File: src/rtl/prbs5_pkg.sv
// prbs5_pkg: shared types and constants for the PRBS5 (x^5 + x^3 + 1) checker.
//   state_t    : checker lock state {SEARCH, LOCKED}
//   PRBS_LEN   : shift register length (5)
//   TAP_A/B    : register taps feeding the predicted bit
//   FILL_W     : width of the fill counter (counts 0..PRBS_LEN)
//   prbs5_next : predicted next bit from the current register contents
package prbs5_pkg;

  typedef enum logic {
    SEARCH = 1'b0,
    LOCKED = 1'b1
  } state_t;

  localparam int PRBS_LEN = 5;
  localparam int TAP_A    = 4;
  localparam int TAP_B    = 2;
  localparam int FILL_W   = 3;

  // r[0] is the newest bit, so r[4] is the bit five positions back and r[2]
  // the bit three positions back: x[n] = x[n-5] ^ x[n-3].
  function automatic logic prbs5_next(input logic [PRBS_LEN-1:0] r);
    return r[TAP_A] ^ r[TAP_B];
  endfunction

endpackage

File: src/rtl/prbs5_lfsr.sv
// prbs5_lfsr: reference shift register of the PRBS5 checker.
//   clk, rst  : clock, asynchronous active-high reset
//   en        : shift one bit this cycle
//   ld_pred   : 1 = shift in the predicted bit (flywheel), 0 = shift in din
//   din       : received bit
//   clr_fill  : restart the fill count (resynchronisation)
//   r         : register contents, r[0] newest
//   fill      : number of bits loaded since the last restart, saturates at 5
//   pred      : predicted next bit
module prbs5_lfsr
  import prbs5_pkg::*;
(
  input  logic                clk,
  input  logic                rst,
  input  logic                en,
  input  logic                ld_pred,
  input  logic                din,
  input  logic                clr_fill,
  output logic [PRBS_LEN-1:0] r,
  output logic [FILL_W-1:0]   fill,
  output logic                pred
);

  localparam logic [FILL_W-1:0] FILL_FULL = FILL_W'(PRBS_LEN);

  assign pred = prbs5_next(r);

  always_ff @(posedge clk or posedge rst) begin
    if (rst) begin
      r    <= '0;
      fill <= '0;
    end else if (en) begin
      r <= {r[PRBS_LEN-2:0], (ld_pred ? pred : din)};
      if (clr_fill)
        fill <= '0;
      else if (fill != FILL_FULL)
        fill <= fill + 1'b1;
    end
  end

endmodule

File: config.mk
export PLATFORM = sky130hd
export DESIGN_NAME = prbs5_lfsr
export DESIGN_NICKNAME = d
export VERILOG_FILES = /design/src/rtl/prbs5_pkg.sv /design/src/rtl/prbs5_lfsr.sv
export SDC_FILE = /design/constraint.sdc
export NUM_CORES = 1
export LEC_CHECK = 0
export ABC_AREA = 1
export CAP_MARGIN = 20
export CORE_AREA = 8 8 50 52
export DETAILED_ROUTE_END_ITERATION = 10
export DIE_AREA = 0 0 58 60
export PLACE_DENSITY = 0.52
export RECOVER_POWER = 50
export SLEW_MARGIN = 10
export SYNTH_ARGS = -nofsm -noshare
export SYNTH_HDL_FRONTEND = slang
export SYNTH_SLANG_ARGS = --single-unit
File: constraint.sdc
create_clock -name clk -period 1.6 [get_ports clk]
set_clock_uncertainty 0.2 [all_clocks]
set_input_delay 0.16 -clock clk [delete_from_list [all_inputs] [get_ports clk]]
set_output_delay 0.16 -clock clk [all_outputs]
set_load 0.005 [all_outputs]
Word-level counts from Yosys, hierarchy flattened
Index checks and enable logic that the tools add are counted.
{"block": "word_totals", "register_bits": 8}
{"block": "op_classes", "addsub": 1, "n_eq_ne": 1, "muxes": 3, "n_bitwise": 1, "n_reduce_logical": 2}
{"op": "two-way mux 3 bit", "count": 2}
{"op": "adder 3 x 1 -> 3 bit, second input constant", "count": 1}
{"op": "inequality test 3 bit, second input constant", "count": 1}
{"op": "AND reduction 2 bit", "count": 1}
{"op": "nonzero test 2 bit", "count": 1}
{"op": "two-way mux 1 bit", "count": 1}
{"op": "XOR 1 bit", "count": 1}

Longest topological paths before layout
Gate-level depths: netlist of run 1.
{"block": "logic_depth", "depth_word": 3, "mapped_depth": 7, "depth_no_buf": 7}

Worst setup path after synthesis of run 1
OpenSTA, ideal clock, no wires.
{"block": "synth_timing", "kind": "register -> register", "from": "reg fill[0]", "to": "reg fill[2]", "arrival_time_ns": 0.921, "slack_ns": 0.414, "stages_incl_launch_ff": 7, "path_buffers": 0, "synth_period_minus_slack_ns": 1.186, "path_cell_list": "dfrtp_1 ha_1 nand2_2 nand3b_2 inv_2 nand2_1 nand2_1"}
{"block": "synth_between", "elab_chain_len": 3, "elab_cells_between_ends": 6, "classes_between": "add/sub (1); eq/ne (1); mux (2); reduce/logical (2)"}
{"element": "start: declaration", "line": "prbs5_lfsr.sv:20", "text": "output logic [FILL_W-1:0] fill,"}
{"element": "start signal: assignment", "line": "prbs5_lfsr.sv:37", "text": "fill <= fill + 1'b1;"}
{"element": "adder 3 x 1 -> 3 bit / inequality test 3 bit (equally long branches)", "line": "prbs5_lfsr.sv:37, prbs5_lfsr.sv:36"}
{"element": "two-way mux 3 bit / nonzero test 2 bit (equally long branches)"}
{"element": "two-way mux 3 bit / AND reduction 2 bit (equally long branches)"}
Parallel ways exist; a longest one is shown, timed or not. The select of a mux whose other input is x is not followed.
A chain may end at the register's enable or synchronous reset.

Final worst setup path of run 1
{"block": "layout_timing", "from": "reg fill[2]", "to": "out fill[2]"}
No word-level cell between the ends.

==> impl_metrics.toml, run 1 <==
[clocking]
clock_tree.buffer_depth = 2
clock_sinks = 8
tritoncts.num_buffers = 3
worstSkewPairLatency_ps = 240
cts_root_buffer = "sky130_fd_sc_hd__clkbuf_4"
tritoncts = "done"
clk_pin_slew_ps = 50
htree_levels = 1

[setup_path]
critical-path-max-stage-delay_ps = 530
crit_chain = "clkdlybuf4s50_1"
worst-endpoint-arrival_ps = 1180
required_ps = 1240
cp-end-kind = "output port"
critical_path.slowest_cell = "sky130_fd_sc_hd__clkdlybuf4s50_1"
critPathTopFamily = "buffers and inverters"
maximum_fanout_encountered_on_the_critical_timing_path = 4
worst-r2r-setup-slack_ps = 350
worstSetupStartpointType = "flop"
timing.setup.critical_path_class = "flop to output port"
critical_path_buf_inv_count = 1

[sta]
grt_setup_unrepaired = "no"
timing_worst_slew_pin_value_ps = 388
max_slew_margin_pct = 74.1
timing.fmax_mhz = 648
final_min_period_over_clock_period_pct = 96.4
hold_violations = 0
setup_slack_ps = 57.8
report.final.setup_viol = 0
setup-tns-final_ps = 0
worst_hold_slack_ps = 316
slew_viol_final = 0
post-route-min-period_ps = 1540

[logic_synthesis]
synthesized_instance_count = 46
synth-async-reset-ratio_pct = 100
synth_cell_types = 17
synthFlopType = "sky130_fd_sc_hd__dfrtp_1"
ys_seq_elements = 8
synthesis.nets = 54
synth_largest_area_cell = "sky130_fd_sc_hd__dfrtp_1"
post-synth-top-area-fraction_pct = 49.1
ys_seq_area_share_pct = 49.1
ys_warn_count = 0
synth.top_cells.by_area = "sky130_fd_sc_hd__dfrtp_1, sky130_fd_sc_hd__nand2_1, sky130_fd_sc_hd__inv_1, sky130_fd_sc_hd__ha_1, sky130_fd_sc_hd__buf_6"
synth.cell_area_um2 = 408
synth.avg_cell_area_um2 = 8.87
synth-edff-count = 0

[grt]
via_count_of_the_first_global_routing_pass = 349
grt_overflow_total = 0
grt_start_max_net_pins = 10
grt.total_usage_pct = 5.43
first_pass_grt_wire_length_um = 1460
number_of_antenna_violations_at_the_first_check_in_global_routing = 0

[routing]
detailroute.via_count = 338
detail_route.wl_per_cell_um = 9.96
detail_route.drc_violations = 0
avgViaCountPerCell = 4.12
wirelength_um = 817
detail_route.first_pass.iterations = 2
drt_first_iter_violations = 2
drt.antenna.violating_nets = 0

[hold_path]
worstHoldPathType = "flop to flop"

[placed_design]
routabilityCongestion = 0.701
placedInstanceArea_um2 = 567
pre_cts_slack_ps = 153
post-dp-hpwl_um = 684
place_inst = 78
portBuffers = 14

[finish]
area.growth.synth_to_final_pct = 46.0
fin_util_pct = 33.1
sequential_cell_area_um2 = 201
drive_gt1_share_pct = 14.1
fillers = 199
antenna_cells = 0
layoutNonFillerInstCount = 82
postLayoutCellArea_um2 = 596
area_taken_by_multi_input_logic_gates_um2 = 166
nNetsFinal = 74

[die]
num_rows = 16
die-width_um = 58
io-pin-count = 15
initial_core_util_pct = 22.6
dieHeight_um = 60
die_area_um2 = 3480
core_region_area_um2 = 1800

[power_and_ir_drop]
irDropWorstVdd_uv = 394
p_per_area_nw_per_um2 = 962
p_leak_nw = 0.297
post-layout-total-power_mw = 0.573

[flow_run]
cap_violations = 0

[status]
run_status = "finished, final reports clean"
-- placed cells by master, fill, tap and decap left out, types with 2 or more instances in the layout --
| cell type | n |
|---|---|
| sky130_fd_sc_hd__a21oi_1 | 2 |
| sky130_fd_sc_hd__inv_1 | 7 |
| sky130_fd_sc_hd__ha_1 | 2 |
| sky130_fd_sc_hd__nor2_1 | 2 |
| sky130_fd_sc_hd__clkdlybuf4s50_1 | 11 |
| sky130_fd_sc_hd__dfrtp_1 | 7 |
| sky130_fd_sc_hd__o21ai_0 | 2 |
| sky130_fd_sc_hd__clkbuf_4 | 3 |
| sky130_fd_sc_hd__nand2_1 | 13 |
| sky130_fd_sc_hd__dlygate4sd3_1 | 3 |
-- synth_stat cells (2+ instances only) --
cell	instances
sky130_fd_sc_hd__nand2_1	13
sky130_fd_sc_hd__dfrtp_1	8
sky130_fd_sc_hd__inv_1	7
sky130_fd_sc_hd__a21oi_1	2
sky130_fd_sc_hd__ha_1	2
sky130_fd_sc_hd__nor2_1	2
sky130_fd_sc_hd__o21ai_0	2
-- area by class of cell --
class | count | area share, %
well taps | 18 | 3.78
repair buffers | 16 | 25.6
inverters | 8 | 5.04
clock buffers | 3 | 3.78
flip-flops and latches | 8 | 33.8
multi-input cells | 29 | 27.9
-- repair_timing --
| item | CTS | global route |
|---|---|---|
| endpoints found under the hold margin | 8 | 0 |
| endpoints found under the setup margin | 1 | 1 |
| resized for setup | 1 | 1 |
| pin swaps | 0 | 0 |
| hold buffers | 1 | 0 |
| setup buffers | 0 | 0 |
-- state kept, by name (all words and copies together) (netlist names) --
name / cells
fill: 3
r: 5
-- path summary, 6_finish.rpt --
kind                          from       to  cells after the start
max                        fill[2]  fill[2]                      1
min                           r[3]     r[4]                      2
max reg2reg                fill[1]  fill[0]                      6
min reg2reg                   r[3]     r[4]                      2
max in group asynchronous      rst  fill[0]                      3
min in group asynchronous      rst     r[4]                      3
-- worst reg2reg max path, delay by kind of cell (launching register included) --
family	cells	cell delay [ps]
DFF	1	400
and+or+nand+nor	3	200
adders and majority gates	1	140
buffers and inverters	1	70
AOI/OAI and AO/OA	1	180
-- report_power, final --
group | switching (mW) | internal [mW] | leakage [nW]
Sequential | 0.0265 | 0.235 | 0.0963
Clock | 0.0610 | 0.0853 | 0.0138
Combinational | 0.0651 | 0.101 | 0.187
-- cell families after synthesis --
| family | synth area share [%] |
|---|---|
| AO/OA/AOI/OAI | 8.90 |
| XOR/XNOR | 2.15 |
| adder cells (fa/ha/maj) | 6.13 |
| buffers and inverters | 10.1 |
| flip-flops | 49.1 |
| multiplexers | 2.76 |
| AND/OR/NAND/NOR | 20.9 |
-- metal layers --
layer,up-vias,track usage (%),routed length (um)
met4,0,3.15,0
met2,13,7.80,322
met1,148,5.79,381
li1,177,-,-
met5,-,0,0
met3,0,3.66,113
(Power assumes the default switching activity.)
==> inputs of run 2 (changes only) <==
--- a/config.mk
+++ b/config.mk
@@ -7,10 +7,10 @@
 export LEC_CHECK = 0
 export ABC_AREA = 1
 export CAP_MARGIN = 20
-export CORE_AREA = 8 8 50 52
+export CORE_AREA = 8 8 45 47
 export DETAILED_ROUTE_END_ITERATION = 10
-export DIE_AREA = 0 0 58 60
-export PLACE_DENSITY = 0.52
+export DIE_AREA = 0 0 53 55
+export PLACE_DENSITY = 0.63
 export RECOVER_POWER = 50
 export SLEW_MARGIN = 10
 export SYNTH_ARGS = -nofsm -noshare
==> run 2 against run 1 <==
Against the previous run:
- power increased by 1.8%
- clock-buffer cell count unchanged
- cell area increased by 1.5%
- die area decreased by 16%
- global-route usage increased by 1.1 points
- critical path type unchanged
==> impl_metrics.toml, run 2 (synthesis results as in run 1) <==
[routing]
wirelength_um = 856
avgViaCountPerCell = 4.23
met3RoutedLength_um = 79
detail_route.wl_per_cell_um = 10.6
wl_met2_um = 404
detail_route.first_pass.iterations = 2
detail_route.drc_violations = 0
detailroute.via_count = 343
highest-signal-layer = "met3"
detail_route.wirelength.met1_um = 372
drt.antenna.violating_nets = 0
drt_first_iter_violations = 4

[clocking]
htree_levels = 1
tritoncts.num_buffers = 3
tritoncts = "done"
cts_root_buffer = "sky130_fd_sc_hd__clkbuf_4"
clk_pin_slew_ps = 50
clock_tree.buffer_depth = 2
clock_sinks = 8
worstSkewPairLatency_ps = 250

[sta]
hold_violations = 0
timing.fmax_mhz = 647
slew_viol_final = 0
max_slew_margin_pct = 76.1
post-route-min-period_ps = 1540
grt_setup_unrepaired = "no"
final_min_period_over_clock_period_pct = 96.6
timing_worst_slew_pin_value_ps = 358
setup_slack_ps = 55.2
report.final.setup_viol = 0
setup-tns-final_ps = 0

[finish]
layoutNonFillerInstCount = 81
nNetsFinal = 75
drive_gt1_share_pct = 18.5
layout_common_cells = "sky130_fd_sc_hd__nand2_1, sky130_fd_sc_hd__clkdlybuf4s50_1, sky130_fd_sc_hd__dfrtp_1"
area.growth.synth_to_final_pct = 48.2
regs_by_ff_count = "r x5, fill x3"
antenna_cells = 0
flip_flop_count_of_the_largest_register_all_copies_and_words_added = 5
layout_commonest_cell = "sky130_fd_sc_hd__nand2_1"
largest_register = "r"

[setup_path]
worstRegToRegCells = 6
worstReg2RegEnd = "fill[0]"
critPathLaunch = "fill[2]"
required_ps = 1240
worst-r2r-setup-slack_ps = 350
critical-path-max-stage-delay_ps = 530
regToRegStartpoint = "fill[0]"
critical_path.slowest_cell = "sky130_fd_sc_hd__clkdlybuf4s50_1"
cp-end-kind = "output port"
critical_path_depth = 1
worstSetupStartpointType = "flop"
timing.setup.critical_path_class = "flop to output port"
cp-endpoint = "fill[2]"
maximum_fanout_encountered_on_the_critical_timing_path = 4
critical_path_buf_inv_count = 1
crit_chain = "clkdlybuf4s50_1"
worst-endpoint-arrival_ps = 1180
critPathTopFamily = "buffers and inverters"

[power_and_ir_drop]
share_comb_of_total_power_pct = 29.5
power.share.sequential_pct = 45.1
p_int_mw = 0.426
switching_power_mw = 0.157
irDropWorstVdd_uv = 433
p_leak_nw = 0.310
p_per_area_nw_per_um2 = 966
power.share.switching_pct = 26.9
clock_network_fraction_of_total_power_pct = 25.4

[hold_path]
worstHoldPathType = "flop to flop"

[placed_design]
portBuffers = 14
place_inst = 76
pre_cts_slack_ps = 135
routabilityCongestion = 0.669
post-dp-hpwl_um = 695

[die]
dieHeight_um = 55
initial_core_util_pct = 29.5
io-pin-count = 15
die_area_um2 = 2920
core_region_area_um2 = 1380
die-width_um = 53
num_rows = 14

[grt]
grt.total_usage_pct = 6.53
grt_overflow_total = 0
number_of_antenna_violations_at_the_first_check_in_global_routing = 0
via_count_of_the_first_global_routing_pass = 342
grt_start_max_net_pins = 10
first_pass_grt_wire_length_um = 1370

[flow_run]
cap_violations = 0

[status]
run_status = "finished, final reports clean"
## run 2: changes by cell type in the layout (fill, tap and decap cells not counted)
cell / change
sky130_fd_sc_hd__inv_1: -2
sky130_fd_sc_hd__inv_2: +2
sky130_fd_sc_hd__buf_4: +1
sky130_fd_sc_hd__clkdlybuf4s15_1: +1
sky130_fd_sc_hd__clkdlybuf4s50_1: -1
sky130_fd_sc_hd__dlygate4sd2_1: -1
sky130_fd_sc_hd__dlymetal6s2s_1: +1
## run 2: timing repair
item,4_1_cts,5_1_grt
endpoints found under the setup margin,1,3
setup buffers,1,0
hold buffers,1,0
hold endpoints to repair,8,0
resized for setup,1,5
## run 2: per-stage QoR
step / total power, mW / utilization (%) / hold slack (ps) / cell area, um2
floorplan: 0.333 / - / -224 / 408
global placement: 0.435 / 40.8 / 231 / 564
detailed placement: 0.440 / 40.8 / 233 / 564
CTS: 0.598 / 43.6 / 312 / 603
global route: 0.627 / 43.7 / 355 / 604
finish: 0.584 / 43.7 / 308 / 604
## run 2: final cells by class
type / instances / area, um2
tap: 16 / 20.0
fill: 145 / 779
sequential: 8 / 201
timing repair buffer: 17 / 164
inverter: 8 / 30.0
multi-input combinational: 29 / 166
clock buffer: 3 / 22.5
## run 2: worst min-delay path: cells and delay by family (launching register included)
kind / cells / cell delay [ps]
flops: 1 / 360
compound gates: 1 / 60
simple gates: 1 / 50
## run 2: per-layer routing
layer  GRT usage (%)  vias up
met5               0        -
met4            6.47        0
met3            2.14        0
met2            9.96       11
met1            6.93      151
li1                -      181
## run 2: power by group through the flow
stage	Sequential (mW)	Combinational, mW	Clock (mW)
floorplan	0.265	0.0688	0
global placement	0.264	0.171	0
detailed placement	0.265	0.175	0
CTS	0.261	0.179	0.158
global route	0.268	0.197	0.162
finish	0.263	0.172	0.148
## run 2: how the worst min path moves through the flow
| stage | startpoint | to | slack, ps | cells past startpoint |
|---|---|---|---|---|
| after floorplan | rst | fill[0] | -220 | 1 |
| after global placement | rst | r[1] | 230 | 2 |
| after detailed placement | rst | r[0] | 230 | 2 |
| after CTS | r[3] | r[4] | 310 | 2 |
| after global routing | ld_pred | r[0] | 350 | 3 |
| final | r[3] | r[4] | 310 | 2 |
==> inputs of run 3 (changes only) <==
--- a/config.mk
+++ b/config.mk
@@ -6,6 +6,7 @@
 export NUM_CORES = 1
 export LEC_CHECK = 0
 export ABC_AREA = 1
+export ABC_CLOCK_PERIOD_IN_PS = 1600
 export CAP_MARGIN = 20
 export CORE_AREA = 8 8 45 47
 export DETAILED_ROUTE_END_ITERATION = 10
==> results of run 3 <==
The final DEF is identical to that of run 2; final timing and power are the same.
